===== config.mk =====
export PLATFORM = sky130hd
export DESIGN_NAME = uart_cmd_rx
export DESIGN_NICKNAME = d
export VERILOG_FILES = /design/src/rtl/uart_cmd_rx.sv
export SDC_FILE = /design/constraint.sdc
export NUM_CORES = 1
export LEC_CHECK = 0
export ABC_AREA = 1
export BUFFER_PORTS_ARGS = -buffer_cell sky130_fd_sc_hd__buf_2
export CORE_MARGIN = 3
export CORE_UTILIZATION = 56
export CTS_CLUSTER_SIZE = 24
export DETAILED_ROUTE_END_ITERATION = 12
export PLACE_DENSITY = 0.81
export SKIP_LAST_GASP = 1
export SLEW_MARGIN = 5
export SYNTH_ARGS = -nofsm -noshare
export SYNTH_HDL_FRONTEND = slang
export SYNTH_SLANG_ARGS = --single-unit

===== constraint.sdc =====
create_clock -name Sys_CLK -period 1.6 [get_ports Sys_CLK]
set_input_delay 0.08 -clock Sys_CLK [delete_from_list [all_inputs] [get_ports Sys_CLK]]
set_output_delay 0.08 -clock Sys_CLK [all_outputs]
set_load 0.05 [all_outputs]

===== src/rtl/uart_cmd_rx.sv =====
// uart_cmd_rx: UART 8N1 receiver and 4-byte command-frame parser driving the meter control registers
module uart_cmd_rx #(
  parameter int         CLKS_PER_BIT = 5208,
  parameter int         TIMEOUT_CLKS = 2_500_000,
  parameter logic [1:0] GATE_SEL_RST = 2'b01
) (
  input  logic       Sys_CLK,
  input  logic       Sys_RST,
  input  logic       Uart_Rx,
  output logic [7:0] rx_byte,
  output logic       rx_valid,
  output logic [1:0] gate_sel,
  output logic       ch_sel,
  output logic       meas_start,
  output logic       tx_req,
  output logic       cmd_err,
  output logic       busy
);
  localparam int CW = ($clog2(CLKS_PER_BIT) > 16) ? $clog2(CLKS_PER_BIT) : 16;
  localparam int TW = $clog2(TIMEOUT_CLKS + 1);
  localparam logic [CW-1:0] BIT_END = CW'(CLKS_PER_BIT - 1);
  localparam logic [CW-1:0] HALF_END = CW'(CLKS_PER_BIT / 2 - 1);
  localparam logic [TW-1:0] TO_END = TW'(TIMEOUT_CLKS - 1);
  localparam logic [7:0] HDR = 8'hAA;
  typedef enum logic [2:0] {S_IDLE, S_START, S_DATA, S_STOP, S_WAIT} rx_state_t;
  typedef enum logic [1:0] {P_HDR, P_CMD, P_DAT, P_CHK} p_state_t;
  logic            r_sync1, r_sync2, r_sync3;
  logic            w_rx, w_fall;
  rx_state_t       r_rx_st, w_rx_nxt;
  logic [CW-1:0]   r_cnt, w_cnt_nxt;
  logic [2:0]      r_bit, w_bit_nxt;
  logic [7:0]      r_shift, w_shift_nxt;
  logic            w_rx_done, w_frm_err;
  logic [7:0]      r_rx_byte;
  logic            r_rx_valid;
  p_state_t        r_p_st, w_p_nxt;
  logic [7:0]      r_cmd, w_cmd_nxt, r_dat, w_dat_nxt;
  logic [TW-1:0]   r_tcnt, w_tcnt_nxt;
  logic            w_chk_ok, w_chk_bad;
  logic            w_gate_wr, w_ch_wr, w_meas, w_txr, w_bad_cmd;
  logic [1:0]      r_gate;
  logic            r_ch, r_meas, r_txr, r_err;
  assign w_rx = r_sync2;
  assign w_fall = r_sync3 & ~r_sync2;
  // Two-flop synchroniser on the asynchronous line plus a delayed copy for edge detection
  always_ff @(posedge Sys_CLK) begin
    if (!Sys_RST) begin
      r_sync1 <= 1'b1;
      r_sync2 <= 1'b1;
      r_sync3 <= 1'b1;
    end else begin
      r_sync1 <= Uart_Rx;
      r_sync2 <= r_sync1;
      r_sync3 <= r_sync2;
    end
  end
  // Receiver next-state: mid-bit sampling timed by the baud counter, LSB first
  always_comb begin
    w_rx_nxt = r_rx_st;
    w_cnt_nxt = r_cnt + CW'(1);
    w_bit_nxt = r_bit;
    w_shift_nxt = r_shift;
    w_rx_done = 1'b0;
    w_frm_err = 1'b0;
    case (r_rx_st)
      S_IDLE: begin
        w_cnt_nxt = '0;
        w_rx_nxt = w_fall ? S_START : S_IDLE;
      end
      S_START: if (r_cnt == HALF_END) begin
        w_cnt_nxt = '0;
        w_bit_nxt = '0;
        w_rx_nxt = w_rx ? S_IDLE : S_DATA;
      end
      S_DATA: if (r_cnt == BIT_END) begin
        w_cnt_nxt = '0;
        w_shift_nxt = {w_rx, r_shift[7:1]};
        w_bit_nxt = r_bit + 3'd1;
        w_rx_nxt = (r_bit == 3'd7) ? S_STOP : S_DATA;
      end
      S_STOP: if (r_cnt == BIT_END) begin
        w_cnt_nxt = '0;
        w_rx_done = w_rx;
        w_frm_err = !w_rx;
        w_rx_nxt = w_rx ? S_IDLE : S_WAIT;
      end
      S_WAIT: begin
        w_cnt_nxt = '0;
        w_rx_nxt = w_rx ? S_IDLE : S_WAIT;
      end
      default: w_rx_nxt = S_IDLE;
    endcase
  end
  // Receiver state, counters and the received-byte strobe
  always_ff @(posedge Sys_CLK) begin
    if (!Sys_RST) begin
      r_rx_st <= S_IDLE;
      r_cnt <= '0;
      r_bit <= '0;
      r_shift <= '0;
      r_rx_byte <= '0;
      r_rx_valid <= 1'b0;
    end else begin
      r_rx_st <= w_rx_nxt;
      r_cnt <= w_cnt_nxt;
      r_bit <= w_bit_nxt;
      r_shift <= w_shift_nxt;
      r_rx_byte <= w_rx_done ? r_shift : r_rx_byte;
      r_rx_valid <= w_rx_done;
    end
  end
  // Parser next-state: header hunt, CMD/DATA capture, checksum, inter-byte timeout
  always_comb begin
    w_p_nxt = r_p_st;
    w_cmd_nxt = r_cmd;
    w_dat_nxt = r_dat;
    w_tcnt_nxt = (r_p_st == P_HDR || r_rx_valid) ? '0 : r_tcnt + TW'(1);
    w_chk_ok = 1'b0;
    w_chk_bad = 1'b0;
    if (w_frm_err) begin
      w_p_nxt = P_HDR;
    end else if (r_rx_valid) begin
      case (r_p_st)
        P_HDR: w_p_nxt = (r_rx_byte == HDR) ? P_CMD : P_HDR;
        P_CMD: begin
          w_cmd_nxt = r_rx_byte;
          w_p_nxt = P_DAT;
        end
        P_DAT: begin
          w_dat_nxt = r_rx_byte;
          w_p_nxt = P_CHK;
        end
        P_CHK: begin
          w_chk_ok = r_rx_byte == (r_cmd ^ r_dat);
          w_chk_bad = r_rx_byte != (r_cmd ^ r_dat);
          w_p_nxt = P_HDR;
        end
        default: w_p_nxt = P_HDR;
      endcase
    end else if (r_p_st != P_HDR && r_tcnt == TO_END) begin
      w_p_nxt = P_HDR;
    end
  end
  assign w_gate_wr = w_chk_ok && r_cmd == 8'h01 && r_dat[1:0] != 2'b11;
  assign w_ch_wr = w_chk_ok && r_cmd == 8'h02;
  assign w_meas = w_chk_ok && r_cmd == 8'h03;
  assign w_txr = w_chk_ok && r_cmd == 8'h04;
  assign w_bad_cmd = w_chk_ok && !(w_gate_wr || w_ch_wr || w_meas || w_txr);
  // Parser state and the control registers/pulses, one cycle after the CHK strobe
  always_ff @(posedge Sys_CLK) begin
    if (!Sys_RST) begin
      r_p_st <= P_HDR;
      r_cmd <= '0;
      r_dat <= '0;
      r_tcnt <= '0;
      r_gate <= GATE_SEL_RST;
      r_ch <= 1'b0;
      r_meas <= 1'b0;
      r_txr <= 1'b0;
      r_err <= 1'b0;
    end else begin
      r_p_st <= w_p_nxt;
      r_cmd <= w_cmd_nxt;
      r_dat <= w_dat_nxt;
      r_tcnt <= w_tcnt_nxt;
      r_gate <= w_gate_wr ? r_dat[1:0] : r_gate;
      r_ch <= w_ch_wr ? r_dat[0] : r_ch;
      r_meas <= w_meas;
      r_txr <= w_txr;
      r_err <= w_frm_err | w_chk_bad | w_bad_cmd;
    end
  end
  assign rx_byte = r_rx_byte;
  assign rx_valid = r_rx_valid;
  assign gate_sel = r_gate;
  assign ch_sel = r_ch;
  assign meas_start = r_meas;
  assign tx_req = r_txr;
  assign cmd_err = r_err;
  assign busy = (r_rx_st != S_IDLE) || (r_p_st != P_HDR);
endmodule


==> After elaboration in Yosys (flattened, before gate mapping) <==
Index checks and enable logic that the tools add are counted.
{ "word_totals": {"inputBits": 3, "output_inout_bits": 16, "reg_bits": 88, "word_cells": 107} }
{ "op_classes": {"addsub": 3, "n_bitwise": 7, "reduce_logical": 29, "n_mux": 28, "n_eq_ne": 22} }
{ "ops": {"columns": ["operator", "count"], "rows": [
  ["$pmux 16 s3", 1],
  ["$mux 16", 2],
  ["$add 22x1->22 const B", 1],
  ["$eq 22x22->1 const B", 1],
  ["$mux 3", 6],
  ["$add 16x1->16 const B", 1],
  ["$eq 16x12->1 const B", 1],
  ["$eq 16x13->1 const B", 1],
  ["$eq 8x2->1 const B", 2],
  ["$pmux 3 s5", 1],
  ["$mux 1", 13],
  ["$reduce_and 3->1", 4],
  ["$eq 8x1->1 const B", 1],
  ["$eq 8x3->1 const B", 1],
  ["$eq 8x8->1", 1],
  ["$eq 8x8->1 const B", 1],
  ["$ne 2x2->1 const B", 4],
  ["$ne 8x8->1", 1],
  ["$pmux 2 s4", 1],
  ["$reduce_or 2->1", 4],
  ["$xor 8x8->8", 1],
  ["$logic_and 1x1->1", 7],
  ["$eq 3x2->1 const B", 2],
  ["$eq 3x3->1 const B", 2],
  ["other kinds (16)", 29]
]} }

==> Depth between registers and ports, before layout <==
{ "logic_depth": {"word_depth": 13, "mapped_depth": 13, "mapped_depth_nobuf": 13} }

==> Worst setup path after synthesis <==
OpenSTA, ideal clock, no wires.
{ "synth_timing": {"path_type": "register to register", "from": "register r_rx_byte[0] (netlist: rx_byte[0])", "to": "register r_gate[0] (netlist: gate_sel[0])", "slack_ns": -0.037, "t_arrival_ns": 1.514, "stages_incl_launch_ff": 10, "t_required_ns": 1.477, "period_less_slack_ns": 1.637, "setup_ns": 0.123, "path_buffers": 0, "path_cell_list": "dfxtp_1 -> inv_1 -> nand3_1 -> nand2_1 -> nor2_1 -> nand2_1 -> nor2_4 -> nand3_1 -> nand2_1 -> nand3_1"} }
{ "synth_between": {"elab_chain_len": 6} }
{ "synth_rtl": {"columns": ["item", "line", "source"], "rows": [
  ["from (decl)", "34", "logic [7:0] r_rx_byte;"],
  ["from (signal assigned)", "108", "r_rx_byte <= w_rx_done ? r_shift : r_rx_byte;"],
  ["$eq 8x8->1", "134", "w_chk_ok = r_rx_byte == (r_cmd ^ r_dat);"],
  ["$mux 1", "123", "case (r_p_st)"],
  ["$mux 1", "122", "end else if (r_rx_valid) begin"],
  ["$mux 1", "120", "if (w_frm_err) begin"],
  ["$logic_and 1x1->1 (2 in series)", "144", "assign w_gate_wr = w_chk_ok && r_cmd == 8'h01 && r_dat[1:0] != 2'b11;"],
  ["to (signal assigned)", "166", "r_gate <= w_gate_wr ? r_dat[1:0] : r_gate;"],
  ["to (decl)", "41", "logic [1:0] r_gate;"]
]} }
Every way passes these cells.
A chain may end at the register's enable or synchronous reset.

==> Final worst setup path <==
{ "layout_timing": {"from": "register r_cnt[1]", "to": "register r_rx_byte[1] (netlist: rx_byte[1])"} }
{ "layout_between": {"elab_chain_len": 3} }
{ "layout_rtl": {"columns": ["item", "line", "source"], "rows": [
  ["from (decl)", "30", "logic [CW-1:0] r_cnt, w_cnt_nxt;"],
  ["from (signal assigned)", "105", "r_cnt <= w_cnt_nxt;"],
  ["$eq 16x13->1", "81", "S_STOP: if (r_cnt == BIT_END) begin"],
  ["$mux 1", "81", null],
  ["$mux 1", "65", "case (r_rx_st)"]
]} }
Every way passes these cells.

==> metrics.md <==
| Metric | Value |
|---|---|
| CP Cell Sequence | ha_4, nand2_4, clkinv_4, nand2_4, nor2_4, nand2_4, nor3_4, buf_12, o21ai_1, a21oi_1 |
| IO Port Bufs | 18 |
| Area of the core | 0.00752 mm² |
| GRT Overall Usage | 23.2% |
| DRT Pass-1 Iters | 7 |
| Net Sw Power | 0.000934 W |
| Syn. warnings | 0 |
| Synth Area in Compound Gates | 13.3% |
| Power per cell area | 752 mW/mm² |
| Max-cap violations | 0 |
| Initial antenna violation count | 0 |
| Post-layout power | 0.00405 W |
| Die extent in y | 95.5 µm |
| DR vias | 4,333 |
| Mapped Cells | 628 |
| Commonest non-fill, non-tap cell in the layout | nand2_1 |
| Crit-path most repeated cell | nand2_4 |
| Status | finished, violations left |
| Maximum root-to-sink buffer count | 2 |
| Synth Area in Simple Gates | 34.0% |
| Net Sw Frac | 23.1% |
| Placement Setup Slack | -0.0660 ns |
| Hold WC Path Type | primary input to register |
| Pint | 0.00312 W |
| Layout cells sized above 1 | 25.8% |
| Post-Place Cell Area | 0.00479 mm² |
| Met2 usage | 40.2% |
| Hold Vio Cnt, Final | 0 |
| Leakage | 2.17 nW |
| Drt drc | 0 |
| CTS Sinks | 88 |
| Drt via density | 5.49 |
| Most frequent cells in the layout | nand2_1 (120), inv_1 (79), dfxtp_1 (65) |
| Startpoint Class | register |
| Register share of total power | 54.4% |
| Layout Area Growth over Synthesis | 20.2% |
| CP top delay family | simple AND/OR/NAND/NOR gates |
| Setup crit end kind | register |
| Remaining Overflow, GRT | 0 |
| Clock Power Share | 41.3% |
| Final setup viols | 2 |
| Gr busiest metal | met2 |
| GP Congestion | 0.862 |
| Slowest-stage cell, CP | dfxtp_2 |
| #FFs+latches synth | 88 |
| Routed wire length | 10,600 µm |
| Drt wl/cell | 13.4 µm |
| Met1 Resource Use GR | 28.6% |
| Antenna cells | 0 |
| Max stage delay on crit path | 0.36 ns |
| Clock slew at reported path FFs | 0.09 ns |
| RSZ-0062 raised after global routing | true |
| Number of placed cells counting well taps | 755 |
| CP arrival | 1.91 ns |
| Post-layout util | 71.6% |
| Crit path buf inv count | 2 |
| Post-synthesis adder-cell area fraction | 2.23% |
| Highest Clock Rate | 0.623 GHz |
| Final Worst Setup Slack | -0.00595 ns |
| Failing checks | setup timing |
| Final nets | 696 |
| Insertion delay to the later sink of the worst-skew pair | 0.37 ns |
| Post-synthesis mux area share | 0% |
| CP max FO | 8 |
| Worst EP required | 1.90 ns |
| Combinational share of power | 4.3% |
| Post-DP HPWL | 6980 µm |
| Initial Util | 59.6% |
| Final instance area | 0.00539 mm² |
| Slew Viols, Final | 0 |
| Largest net degree at the start of global routing | 28 |
| First-pass GRT wire length | 16,900 µm |
| Synth Area in XOR/XNOR | 1.56% |
| Die width | 95.5 µm |
| DR iter-0 viols | 216 |
| Final Instance Count excl. Fillers | 789 |
| Fin crit share | 100% |
| Synth Net Count | 639 |
| Seq/Total Area, Yosys | 39.3% |
| Met3 usage | 3.63% |
| Largest family of logic cells by synthesized area | simple AND/OR/NAND/NOR gates |
| Post-layout min period | 1.61 ns |
| Vias in the first global route | 3,885 |
| CTS tree | done |
| Root Driver | clkbuf_8 |
| Clock buffer count from CTS | 9 |
| Rows | 31 |
| Syn avg cell area | 7.14 µm² |
| Area of the mapped netlist | 0.00448 mm² |
| Die ar. | 0.00912 mm² |
| H-tree depth | 3 |
| Setup CP Type | register to register |
| I/O pin count | 19 |
| Peak VDD IR | 0.000403 V |
| Routed Antenna Nets | 0 |
| Slew headroom | 72.0% |
| Netlist cell types | 40 |
| Worst-margin pin slew | 0.418 ns |
| Setup Skew | 0.0136 ns |
[tightest hold or removal path, delay by kind of cell]
| family | cells | cell delay (ns) |
|---|---|---|
| simple gates | 1 | 0.08 |
| compound gates | 1 | 0.03 |
| buf+inv | 1 | 0.14 |
[registers in the layout, indices dropped and copies added, names as in the netlist, 3 cells and up]
name / cells
r_tcnt: 22
r_dat: 8
r_bit: 3
r_shift: 8
r_cnt: 16
r_rx_st: 3
rx_byte: 8
r_cmd: 8
[power by group through the flow]
stage	clock, W	combinational, W	sequential, W
after floorplan	0	0.000108	0.00226
after global placement	0	0.000148	0.00226
after detailed placement	0	0.000153	0.00226
after CTS	0.00168	0.000161	0.00221
after global routing	0.00177	0.000189	0.00221
final	0.00167	0.000173	0.00221
[final cells by class]
cell class / instances / area (µm²)
clock inverter: 3 / 47.5
inverter: 92 / 358
tap: 99 / 124
multi-input combinational: 439 / 2490
fill: 601 / 2140
sequential: 88 / 1790
clock buffer: 13 / 169
timing repair buffer: 55 / 400
[cell usage after synthesis (all sizes together)]
master | count | area (µm²)
nand2 | 138 | 573
inv | 91 | 344
dfxtp | 88 | 1760
nor2 | 75 | 339
a21oi | 56 | 288
nand3 | 50 | 273
o21ai | 44 | 228
nor3 | 21 | 148
nand4 | 16 | 100
ha | 8 | 100
xor2 | 8 | 70.1
buf | 6 | 61.3
nor3b | 6 | 55.1
clkbuf | 5 | 18.8
a211oi | 3 | 22.5
nor4 | 3 | 18.8
or2 | 3 | 18.8
o211ai | 2 | 28.8
o21a | 2 | 15.0
a31o | 1 | 8.76
a31oi | 1 | 6.26
clkinv | 1 | 5.00
[path summary, 6_finish.rpt]
path	cells after the start	slack, ns	startpoint	endpoint
hold / removal	3	0.02	Sys_RST	r_cnt[13]
hold reg to reg	1	0.43	r_sync1	r_sync2
setup / recovery	10	-0.006	r_cnt[1]	rx_byte[1]
setup reg to reg	10	-0.006	r_cnt[1]	rx_byte[1]
[per-layer routing]
layer	routed length, µm	part of all wire [%]	up-vias
met5	0	0	-
met2	5220	49	117
met3	450	4.2	26
met1	4710	44	2019
met4	229	2.2	0
li1	-	-	2171
[timing repair]
| action | in CTS | in global routing |
|---|---|---|
| hold buffers | 1 | 0 |
| buffers inserted | 6 | 9 |
| setup endpoints to repair | 43 | 49 |
| hold endpoints to repair | 1 | 0 |
| gates resized for setup | 24 | 56 |
| gates cloned | 1 | 2 |
| pin swaps | 7 | 16 |
[kinds of logic (layout without fill, tap and decap cells)]
logic type	after synthesis	after routing
and+or+nand+nor	312	314
AOI/OAI and AO/OA	109	109
buffers and inverters	103	163
DFF	88	88
adders and majority gates	8	8
xor gates and xnor gates	8	8
[stage by stage]
stage	hold WS (ns)	setup TNS (ns)
floorplan	0.171	0
global placement	0.282	0
detailed placement	0.277	-0.782
CTS	0.0108	-0.0366
global route	0.0289	-1.56
finish	0.0163	-0.00615
Power figures use the tool's default switching activity.
